<file path="src/rtl/mux_rr_arbiter.sv">
// Round-robin arbiter driving the select of a shared 8:1 bit multiplexer.
// Optional per-owner hold timeout is compiled in with MUX_ARB_TIMEOUT_EN.
module mux_rr_arbiter #(
  parameter int unsigned HOLD_MAX = 16
) (
  input  logic       clk,
  input  logic       rst,
  input  logic [7:0] req,
  output logic [2:0] sel,
  output logic [7:0] gnt,
  output logic       active
);

  typedef enum logic {S_IDLE, S_GRANT} state_t;

  if (HOLD_MAX < 1 || HOLD_MAX > 255) begin : g_bad_hold_max
    $error("HOLD_MAX must be in 1..255");
  end

  state_t     r_state, w_state_n;
  logic [2:0] r_sel,   w_sel_n;
  logic [7:0] r_gnt,   w_gnt_n;
  logic       r_active, w_active_n;
  logic [2:0] r_ptr,   w_ptr_n;
  logic       w_found;
  logic [2:0] w_win;
  logic       w_load;
`ifdef MUX_ARB_TIMEOUT_EN
  localparam logic [7:0] HOLD_LIM = 8'(HOLD_MAX - 1);
  logic [7:0] r_hcnt, w_hcnt_n;
`endif

  // First set bit scanning ptr, ptr+1, ... with 3-bit wrap.
  function automatic logic [3:0] rr_pick(input logic [7:0] v, input logic [2:0] p);
    logic       found;
    logic [2:0] idx;
    logic [2:0] win;
    found = 1'b0;
    win   = '0;
    for (int unsigned i = 0; i < 8; i++) begin
      idx = p + 3'(i);
      if (!found && v[idx]) begin
        found = 1'b1;
        win   = idx;
      end
    end
    return {found, win};
  endfunction

  always_comb begin
    w_state_n  = r_state;
    w_sel_n    = r_sel;
    w_gnt_n    = r_gnt;
    w_active_n = r_active;
    w_ptr_n    = r_ptr;
    w_load     = 1'b0;
`ifdef MUX_ARB_TIMEOUT_EN
    w_hcnt_n   = r_hcnt;
`endif
    {w_found, w_win} = rr_pick(req, r_ptr);

    case (r_state)
      S_IDLE: begin
        if (w_found) w_load = 1'b1;
      end
      S_GRANT: begin
        if (!req[r_sel]) begin
          if (w_found) begin
            w_load = 1'b1;
          end else begin
            w_state_n  = S_IDLE;
            w_gnt_n    = '0;
            w_active_n = 1'b0;
          end
        end else begin
`ifdef MUX_ARB_TIMEOUT_EN
          // ptr already sits past the owner, so the owner scans last.
          if (r_hcnt == HOLD_LIM && (req & ~r_gnt) != '0) begin
            w_load = 1'b1;
          end else if (r_hcnt != HOLD_LIM) begin
            w_hcnt_n = r_hcnt + 8'd1;
          end
`endif
        end
      end
      default: w_state_n = S_IDLE;
    endcase

    if (w_load) begin
      w_state_n  = S_GRANT;
      w_sel_n    = w_win;
      w_gnt_n    = 8'd1 << w_win;
      w_active_n = 1'b1;
      w_ptr_n    = w_win + 3'd1;
`ifdef MUX_ARB_TIMEOUT_EN
      w_hcnt_n   = '0;
`endif
    end
  end

  always_ff @(posedge clk) begin
    if (rst) begin
      r_state  <= S_IDLE;
      r_sel    <= '0;
      r_gnt    <= '0;
      r_active <= 1'b0;
      r_ptr    <= '0;
`ifdef MUX_ARB_TIMEOUT_EN
      r_hcnt   <= '0;
`endif
    end else begin
      r_state  <= w_state_n;
      r_sel    <= w_sel_n;
      r_gnt    <= w_gnt_n;
      r_active <= w_active_n;
      r_ptr    <= w_ptr_n;
`ifdef MUX_ARB_TIMEOUT_EN
      r_hcnt   <= w_hcnt_n;
`endif
    end
  end

  assign sel    = r_sel;
  assign gnt    = r_gnt;
  assign active = r_active;

endmodule

</file>
<file path="config.mk">
export PLATFORM = sky130hd
export DESIGN_NAME = mux_rr_arbiter
export DESIGN_NICKNAME = d
export VERILOG_FILES = /design/src/rtl/mux_rr_arbiter.sv
export SDC_FILE = /design/constraint.sdc
export NUM_CORES = 1
export LEC_CHECK = 0
export ABC_AREA = 1
export ABC_CLOCK_PERIOD_IN_PS = 7480
export CELL_PAD_IN_SITES_DETAIL_PLACEMENT = 2
export CELL_PAD_IN_SITES_GLOBAL_PLACEMENT = 2
export CORE_MARGIN = 2
export CORE_UTILIZATION = 31
export DETAILED_ROUTE_END_ITERATION = 10
export PLACE_DENSITY = 0.92
export SLEW_MARGIN = 30
export SYNTH_ARGS = -nofsm -noshare
export SYNTH_HDL_FRONTEND = slang
export SYNTH_SLANG_ARGS = --single-unit
</file>
<file path="constraint.sdc">
create_clock -name clk -period 7.48 [get_ports clk]
set_input_delay 1.496 -clock clk [delete_from_list [all_inputs] [get_ports clk]]
set_output_delay 1.496 -clock clk [all_outputs]
set_load 0.05 [all_outputs]
</file>
==> impl_metrics.py, run 1 <==
metrics = {
    "cts": {
        "clock-root-buffer": "clkbuf_8",
        "cts_buffers": 3,
        "postCtsHoldBufs": 0,
        "clock_latency_ns": 0.25,
        "h-tree-depth": 1,
        "clk_pin_slew_ns": 0.06,
        "clk_path_buf_depth": 2,
        "cts_tree": "built",
        "numClockSinks": 16,
        "cts_resized": 0,
        "cts_setup_buffers": 0,
    },
    "place": {
        "routabilityCongestion": 0.809,
        "dp_hpwl_um": 4040,
        "dpl_cell_area_um2": 1720,
        "io_buffer_count": 21,
        "dp_cells": 300,
    },
    "timing": {
        "finalSetupTns_ns": 0,
        "final_max_slew_viol_count": 0,
        "rsz0062_at_grt": "no",
        "finalClockSkew_ns": 0.000899,
        "fmax_mhz": 252,
        "hold_violations": 0,
        "fin_crit_sh_pct": 53.1,
        "slew-limit-headroom_pct": 66.3,
        "setup_viol": 0,
        "worst_pin_slew_ns": 0.504,
        "holdWs_ns": 0.471,
        "layout_min_cycle_time_ns": 3.97,
    },
    "critical_path": {
        "slowest_stage": "clkdlybuf4s50_1",
        "timing.critical_path.mode_cell": "nand2_1",
        "path_delay_family": "simple AND/OR/NAND/NOR gates",
        "worstReg2RegStart": "r_ptr[0]$_SDFFE_PP0P_",
        "path_buf_inv": 3,
        "arrival_ns": 4.10,
        "critPathMaxFanout": 4,
        "path_class": "in2reg",
        "crit_path_end_kind": "register",
        "crit_required_ns": 7.61,
        "r2r_slack_ns": 3.97,
        "cpPeakStageDelay_ns": 0.59,
        "crit_chain": "clkdlybuf4s50_1, nand2_1, nand3_1, nand2_1, nor2_1, inv_1, o21ai_1, nor2_4, nand2_1, nand4_1, nand2_1, inv_1, ha_1, ha_1, o21ai_1, a21oi_1",
        "cp-startpoint": "req[4]",
        "startpoint_type": "input pin",
    },
    "synthesis": {
        "ys_types": 28,
        "synth_fp_nets": 249,
        "ys_ff_latch": 16,
        "yosys.area.top_type_share_pct": 21.3,
        "ys_seq_area_share_pct": 21.3,
        "yosys.area.top_type": "dfxtp_1",
        "synth_area_leaders": "dfxtp_1 (21%), nand3_1 (13%), nand2_1 (12%)",
        "synth_area_um2": 1510,
        "synth_cells": 232,
        "yosys_warnings": 0,
        "syn_area_per_cell_um2": 6.49,
    },
    "global_routing": {
        "grt_overflow_total": 0,
        "grt_max_degree": 21,
        "antenna_found_initial": 0,
        "grtUsageTotal_pct": 20.6,
        "grt_pass1_vias": 1716,
        "grt_pass1_wl_um": 8600,
    },
    "detailed_routing": {
        "routedWlPerCell_um": 16.7,
        "dr.first_iter.drc_count": 41,
        "drc": 0,
        "vias_per_cell": 5.27,
        "vias": 1598,
        "dr.pass1.iters": 4,
        "finalWirelength_um": 5060,
        "drtAntennaViolNets": 0,
    },
    "final_layout": {
        "fill_cells": 595,
        "num_antenna_cells": 0,
        "register_area_um2": 320,
        "finalInstanceArea_um2": 1760,
        "area_delta_synth_final_pct": 16.9,
        "drive_above_1_share_pct": 13.3,
        "nets": 268,
        "final_cell_mix": "nand2_1 (47), nand3_1 (39), inv_1 (26), nor2_1 (25), clkdlybuf4s50_1 (21)",
        "final_common_cell": "nand2_1",
        "fin_cells": 303,
        "multi_input_area_um2": 1010,
    },
    "hold_path": {
        "worstHoldStart": "active$_SDFFE_PP0P_",
        "min_path_type": "reg2reg",
    },
    "die": {
        "dieWidth_um": 73.7,
        "die_area_um2": 5430,
        "core_um2": 4690,
        "start_util_pct": 32.1,
        "die_h_um": 73.7,
        "rows": 25,
        "io_pins": 22,
    },
    "status": {
        "outcome": "completed",
    },
    "job": {
        "cap_violations": 0,
    },
}
-- cell families after synthesis --
logic type | synth area share [%]
buffers and inverters | 12.0
adder cells (fa/ha/maj) | 5.81
flip-flops | 21.3
AO/OA/AOI/OAI | 10.5
XOR/XNOR | 2.33
AND/OR/NAND/NOR | 48.2
-- metal layers --
metal	routed length [µm]	vias up	GRT usage, %	share of wire (%)
li1	-	798	-	-
met1	2370	771	27.0	47
met2	2510	20	35.5	50
met3	74	9	1.92	1.5
met4	114	0	6.26	2.3
met5	0	-	0	0
-- sequential cells by signal, indices dropped and copies added, names as in the netlist --
| register | flops |
|---|---|
| sel | 3 |
| gnt | 8 |
| r_ptr | 3 |
| active | 1 |
| r_state | 1 |
-- final timing paths --
kind / end / depth (start not counted)
setup / recovery: r_ptr[2]$_SDFFE_PP0P_ / 16
hold / removal: active$_SDFFE_PP0P_ / 2
setup reg to reg: r_ptr[2]$_SDFFE_PP0P_ / 17
hold reg to reg: active$_SDFFE_PP0P_ / 2
-- area by class of cell --
cell class	count	area share, %
Tap cell	54	3.84
Timing Repair Buffer	21	11.9
Multi-Input combinational cell	178	57.1
Inverter	31	6.61
Clock buffer	3	2.34
Sequential cell	16	18.2
-- synth_stat cells, drive strengths merged --
| library cell | number |
|---|---|
| dfxtp | 16 |
| xor2 | 2 |
| nand4 | 3 |
| o21ai | 10 |
| ha | 7 |
| nor3 | 2 |
| o32ai | 2 |
| nand2 | 59 |
| buf | 6 |
| nand3 | 48 |
| a31oi | 3 |
| clkbuf | 1 |
| nor2 | 27 |
| clkinv | 1 |
| xnor2 | 2 |
| inv | 30 |
| a21oi | 13 |
-- worst register-to-register path: cells and delay by family (launching register included) --
kind / cells / cell delay [ns]
buffers and inverters: 3 / 0.61
flip-flops: 1 / 0.57
AO/OA/AOI/OAI: 2 / 0.18
AND/OR/NAND/NOR: 9 / 1.17
adder cells (fa/ha/maj): 3 / 0.88
-- stage by stage --
stage	util [%]	setup WS (ns)
3_3_place_gp	36.7	3.40
6_report	37.5	3.51
5_1_grt	37.5	3.27
2_1_floorplan	-	4.21
4_1_cts	37.5	3.51
3_5_place_dp	36.7	3.28
Power of run 1 is not shown: default switching activity piles up to over one toggle a cycle in this logic, so the estimate is an artifact.
==> run 2, diff against run 1 <==
- ABC_CLOCK_PERIOD_IN_PS: 7480 -> 4050
- CORE_UTILIZATION: 31 -> 29
- PLACE_DENSITY: 0.92 -> 0.88
- clock period: 7.48 -> 4.05 ns (I/O delays scaled with it)
==> impl_metrics.py, run 2 (synthesis gave the netlist of run 1 again) <==
metrics = {
    "status": {
        "outcome": "completed",
    },
    "final_layout": {
        "fill_cells": 651,
        "register_area_um2": 320,
        "num_antenna_cells": 0,
        "fin_cells": 321,
        "area_delta_synth_final_pct": 19.7,
        "largest_reg_flops": 8,
        "final_cell_mix": "nand2_1 (47), nand3_1 (39), inv_1 (26), nor2_1 (25), clkdlybuf4s50_1 (21)",
        "multi_input_area_um2": 1010,
        "drive_above_1_share_pct": 13.9,
        "nets": 269,
        "final_common_cell": "nand2_1",
    },
    "detailed_routing": {
        "routedWlPerCell_um": 14.8,
        "dr.pass1.iters": 4,
        "vias_per_cell": 4.95,
        "drc": 0,
        "finalWirelength_um": 4740,
        "vias": 1590,
        "dr.first_iter.drc_count": 27,
        "drtAntennaViolNets": 0,
    },
    "critical_path": {
        "startpoint_type": "register",
        "path_delay_family": "simple AND/OR/NAND/NOR gates",
        "path_buf_inv": 4,
        "arrival_ns": 3.57,
        "critPathMaxFanout": 11,
        "crit_required_ns": 4.18,
        "slowest_stage": "dfxtp_1",
        "crit_path_end_kind": "register",
        "path_class": "reg2reg",
        "cpPeakStageDelay_ns": 0.62,
        "crit_chain": "inv_2, ha_1, inv_1, nand3_1, nand3_2, nand2_4, nor2_8, nand3_1, nand2_1, inv_1, nor2_1, nand3_1, nand2_1, inv_1, ha_1, ha_1, o21ai_1, a21oi_1",
    },
    "global_routing": {
        "grt_pass1_vias": 1710,
        "grt_max_degree": 21,
        "grtUsageTotal_pct": 17.1,
        "grt_overflow_total": 0,
        "grt_pass1_wl_um": 8160,
        "antenna_found_initial": 0,
    },
    "cts": {
        "cts_tree": "built",
        "h-tree-depth": 1,
        "postCtsHoldBufs": 0,
        "cts_resized": 0,
        "cts_setup_buffers": 0,
        "clock-root-buffer": "clkbuf_8",
        "clk_path_buf_depth": 2,
        "clock_latency_ns": 0.25,
        "clk_pin_slew_ns": 0.06,
        "cts_buffers": 3,
        "numClockSinks": 16,
    },
    "timing": {
        "layout_min_cycle_time_ns": 3.44,
        "finalClockSkew_ns": 0.00191,
        "final_max_slew_viol_count": 0,
        "fin_crit_sh_pct": 85.0,
        "finalSetupTns_ns": 0,
        "slew-limit-headroom_pct": 66.6,
        "fmax_mhz": 291,
        "rsz0062_at_grt": "no",
        "holdWs_ns": 0.487,
        "setup_viol": 0,
        "hold_violations": 0,
        "worst_pin_slew_ns": 0.500,
    },
    "job": {
        "cap_violations": 0,
    },
    "die": {
        "rows": 26,
        "io_pins": 22,
        "core_um2": 5070,
        "die_h_um": 76.1,
        "dieWidth_um": 76.1,
        "die_area_um2": 5790,
        "start_util_pct": 29.7,
    },
    "place": {
        "routabilityCongestion": 0.774,
        "dp_cells": 317,
        "io_buffer_count": 21,
        "dp_hpwl_um": 3930,
    },
    "hold_path": {
        "min_path_type": "reg2reg",
    },
}
run 2: final timing paths:
check / startpoint / to / slack [ns] / cells after the start
hold reg to reg: gnt[0]$_SDFFE_PP0P_ / gnt[0]$_SDFFE_PP0P_ / 0.49 / 2
hold / removal: gnt[0]$_SDFFE_PP0P_ / gnt[0]$_SDFFE_PP0P_ / 0.49 / 2
setup / recovery: r_ptr[1]$_SDFFE_PP0P_ / r_ptr[2]$_SDFFE_PP0P_ / 0.61 / 18
setup reg to reg: r_ptr[1]$_SDFFE_PP0P_ / r_ptr[2]$_SDFFE_PP0P_ / 0.61 / 18
run 2: worst reg2reg max path, cell delays in order (launching register included):
cell and delay [ns]:
dfxtp_1 0.62, inv_2 0.18, ha_1 0.39, inv_1 0.25
nand3_1 0.18, nand3_2 0.15, nand2_4 0.08, nor2_8 0.11
nand3_1 0.10, nand2_1 0.10, inv_1 0.04, nor2_1 0.10
nand3_1 0.14, nand2_1 0.14, inv_1 0.07, ha_1 0.20
ha_1 0.27, o21ai_1 0.13, a21oi_1 0.06
run 2: area by class of cell:
class / instances / area share, %
multi-input cells: 178 / 55.8
flip-flops and latches: 16 / 17.8
repair buffers: 22 / 12.1
inverters: 31 / 6.45
well taps: 70 / 4.86
clock buffers: 4 / 3.05
run 2: stage by stage:
| step | setup WS, ns | utilization, % | instance area, µm² |
|---|---|---|---|
| 2_1_floorplan | 1.24 | - | 1510 |
| 3_3_place_gp | 0.626 | 34.4 | 1750 |
| 3_5_place_dp | 0.541 | 34.4 | 1750 |
| 4_1_cts | 0.588 | 35.5 | 1800 |
| 5_1_grt | 0.290 | 35.5 | 1800 |
| 6_report | 0.609 | 35.5 | 1800 |
run 2: per-layer routing:
metal  part of all wire, %  vias to the layer above  global-route usage (%)
li1                      -                      797                       -
met1                    48                      780                    22.0
met2                    50                        8                    30.9
met3                   1.0                        5                    1.42
met4                  0.89                        0                    3.82
met5                     0                        -                       0
Power of run 2 is left out for the same reason.
==> run 3, diff against run 2 <==
- ABC_CLOCK_PERIOD_IN_PS: 4050 -> 2800
- CORE_UTILIZATION: 29 -> 26
- PLACE_DENSITY: 0.88 -> 0.84
- clock period: 4.05 -> 2.8 ns (I/O delays scaled with it)
==> impl_metrics.py, run 3 (synthesis gave the netlist of run 1 again) <==
metrics = {
    "detailed_routing": {
        "dr.first_iter.drc_count": 82,
        "finalWirelength_um": 9490,
        "drc": 0,
        "dr.pass1.iters": 4,
        "vias_per_cell": 5.16,
        "routedWlPerCell_um": 25.1,
        "vias": 1949,
        "drtAntennaViolNets": 0,
    },
    "die": {
        "core_um2": 5540,
        "rows": 27,
        "dieWidth_um": 80.1,
        "die_h_um": 80.1,
        "die_area_um2": 6420,
        "io_pins": 22,
        "start_util_pct": 27.2,
    },
    "timing": {
        "final_max_slew_viol_count": 0,
        "slew-limit-headroom_pct": 64.2,
        "rsz0062_at_grt": "yes",
        "holdWs_ns": 0.496,
        "worst_pin_slew_ns": 0.535,
        "hold_violations": 0,
        "setup_viol": 6,
        "finalClockSkew_ns": 0.00104,
        "finalSetupTns_ns": -0.512,
        "fin_ws_ns": -0.133,
        "layout_min_cycle_time_ns": 2.93,
        "fmax_mhz": 341,
        "fin_crit_sh_pct": 105,
    },
    "final_layout": {
        "final_common_cell": "buf_4",
        "num_antenna_cells": 0,
        "fin_cells": 378,
        "multi_input_area_um2": 1350,
        "largest_reg_flops": 8,
        "drive_above_1_share_pct": 48.0,
        "utilization_pct": 46.8,
        "final_cell_mix": "buf_4 (51), nand2_1 (34), nand3_1 (24)",
        "fill_cells": 630,
        "area_delta_synth_final_pct": 72.3,
        "nets": 324,
        "register_area_um2": 325,
    },
    "cts": {
        "postCtsHoldBufs": 0,
        "clock_latency_ns": 0.27,
        "cts_buffers": 3,
        "clk_path_buf_depth": 2,
        "clock-root-buffer": "clkbuf_8",
        "numClockSinks": 16,
        "h-tree-depth": 1,
        "cts_tree": "built",
        "clk_pin_slew_ns": 0.07,
    },
    "critical_path": {
        "critPathMaxFanout": 3,
        "slowest_stage": "dlygate4sd2_1",
        "timing.critical_path.mode_cell": "nand2_1",
        "crit_chain": "dlygate4sd2_1, nand2_1, nand3_2, nand2_1, nor2_1, inv_1, o21ai_2, buf_4, nor2_4, nand2_2, nand4_1, nand2_4, buf_6, ha_2, inv_2, nor2_4, nand2_1, a21oi_1",
        "path_delay_family": "simple AND/OR/NAND/NOR gates",
        "path_buf_inv": 5,
        "crit_required_ns": 2.99,
        "cpPeakStageDelay_ns": 0.36,
        "path_class": "in2reg",
        "arrival_ns": 3.13,
        "crit_path_end_kind": "register",
        "startpoint_type": "input pin",
    },
    "global_routing": {
        "grt_pass1_vias": 2139,
        "grt_use_met2_pct": 44.2,
        "grt_busiest_layer": "met2",
        "grtUsageTotal_pct": 23.6,
        "use_met3_pct": 2.02,
        "grt_pass1_wl_um": 11500,
        "grt_use_met1_pct": 28.2,
        "grt_overflow_total": 0,
        "grt_max_degree": 13,
        "antenna_found_initial": 0,
    },
    "hold_path": {
        "min_path_type": "reg2reg",
    },
    "status": {
        "violations": "setup timing",
        "outcome": "finished, violations left",
    },
    "place": {
        "dp_hpwl_um": 5110,
        "io_buffer_count": 21,
        "routabilityCongestion": 0.786,
        "dp_cells": 359,
    },
    "job": {
        "cap_violations": 0,
    },
}
## run 3: cell types whose count changed in the layout (fill, tap and decap cells not counted), moves of 9 or more
cell     previous run  this run
nand2_2             9        20
nand3_1            39        24
buf_4               1        51
nand3_2             9        18
nand2_1            47        34
## run 3: path summary, 6_finish.rpt
path | start | endpoint | slack [ns] | cells after the start
hold / removal | active$_SDFFE_PP0P_ | active$_SDFFE_PP0P_ | 0.50 | 2
setup / recovery | req[6] | gnt[4]$_SDFFE_PP0P_ | -0.13 | 18
hold reg to reg | active$_SDFFE_PP0P_ | active$_SDFFE_PP0P_ | 0.50 | 2
setup reg to reg | r_ptr[0]$_SDFFE_PP0P_ | gnt[4]$_SDFFE_PP0P_ | -0.12 | 19
## run 3: final cells by class
type	instances	area share, %
Inverter	31	4.87
Clock buffer	4	2.12
Tap cell	72	3.47
Timing Repair Buffer	77	24.9
Multi-Input combinational cell	178	52.1
Sequential cell	16	12.5
## run 3: metrics by stage
step | instance area, µm² | worst slack, ns
3_5_place_dp | 2050 | -0.522
6_report | 2590 | -0.133
5_1_grt | 2590 | -0.209
2_1_floorplan | 1510 | 0.0482
3_3_place_gp | 2050 | -0.275
4_1_cts | 2200 | 0.00378
## run 3: worst register-to-register path: cells and delay by family, from the launching register on
family	cells	cell delay [ns]
adder cells (fa/ha/maj)	2	0.52
AND/OR/NAND/NOR	9	1.09
buffers and inverters	6	0.63
AO/OA/AOI/OAI	2	0.24
flip-flops	1	0.36
## run 3: what timing repair did
item	in CTS	in global routing
endpoints found under the setup margin	9	12
gates resized for setup	30	63
buffers inserted	2	13
pin swaps	3	27
## run 3: metal layers
layer	vias to the layer above	routed length [µm]	share of wire, %
met5	-	0	0
met4	0	206	2.2
met1	995	4060	43
li1	901	-	-
met3	15	160	1.7
met2	38	5060	53
Power of run 3 is left out for the same reason.
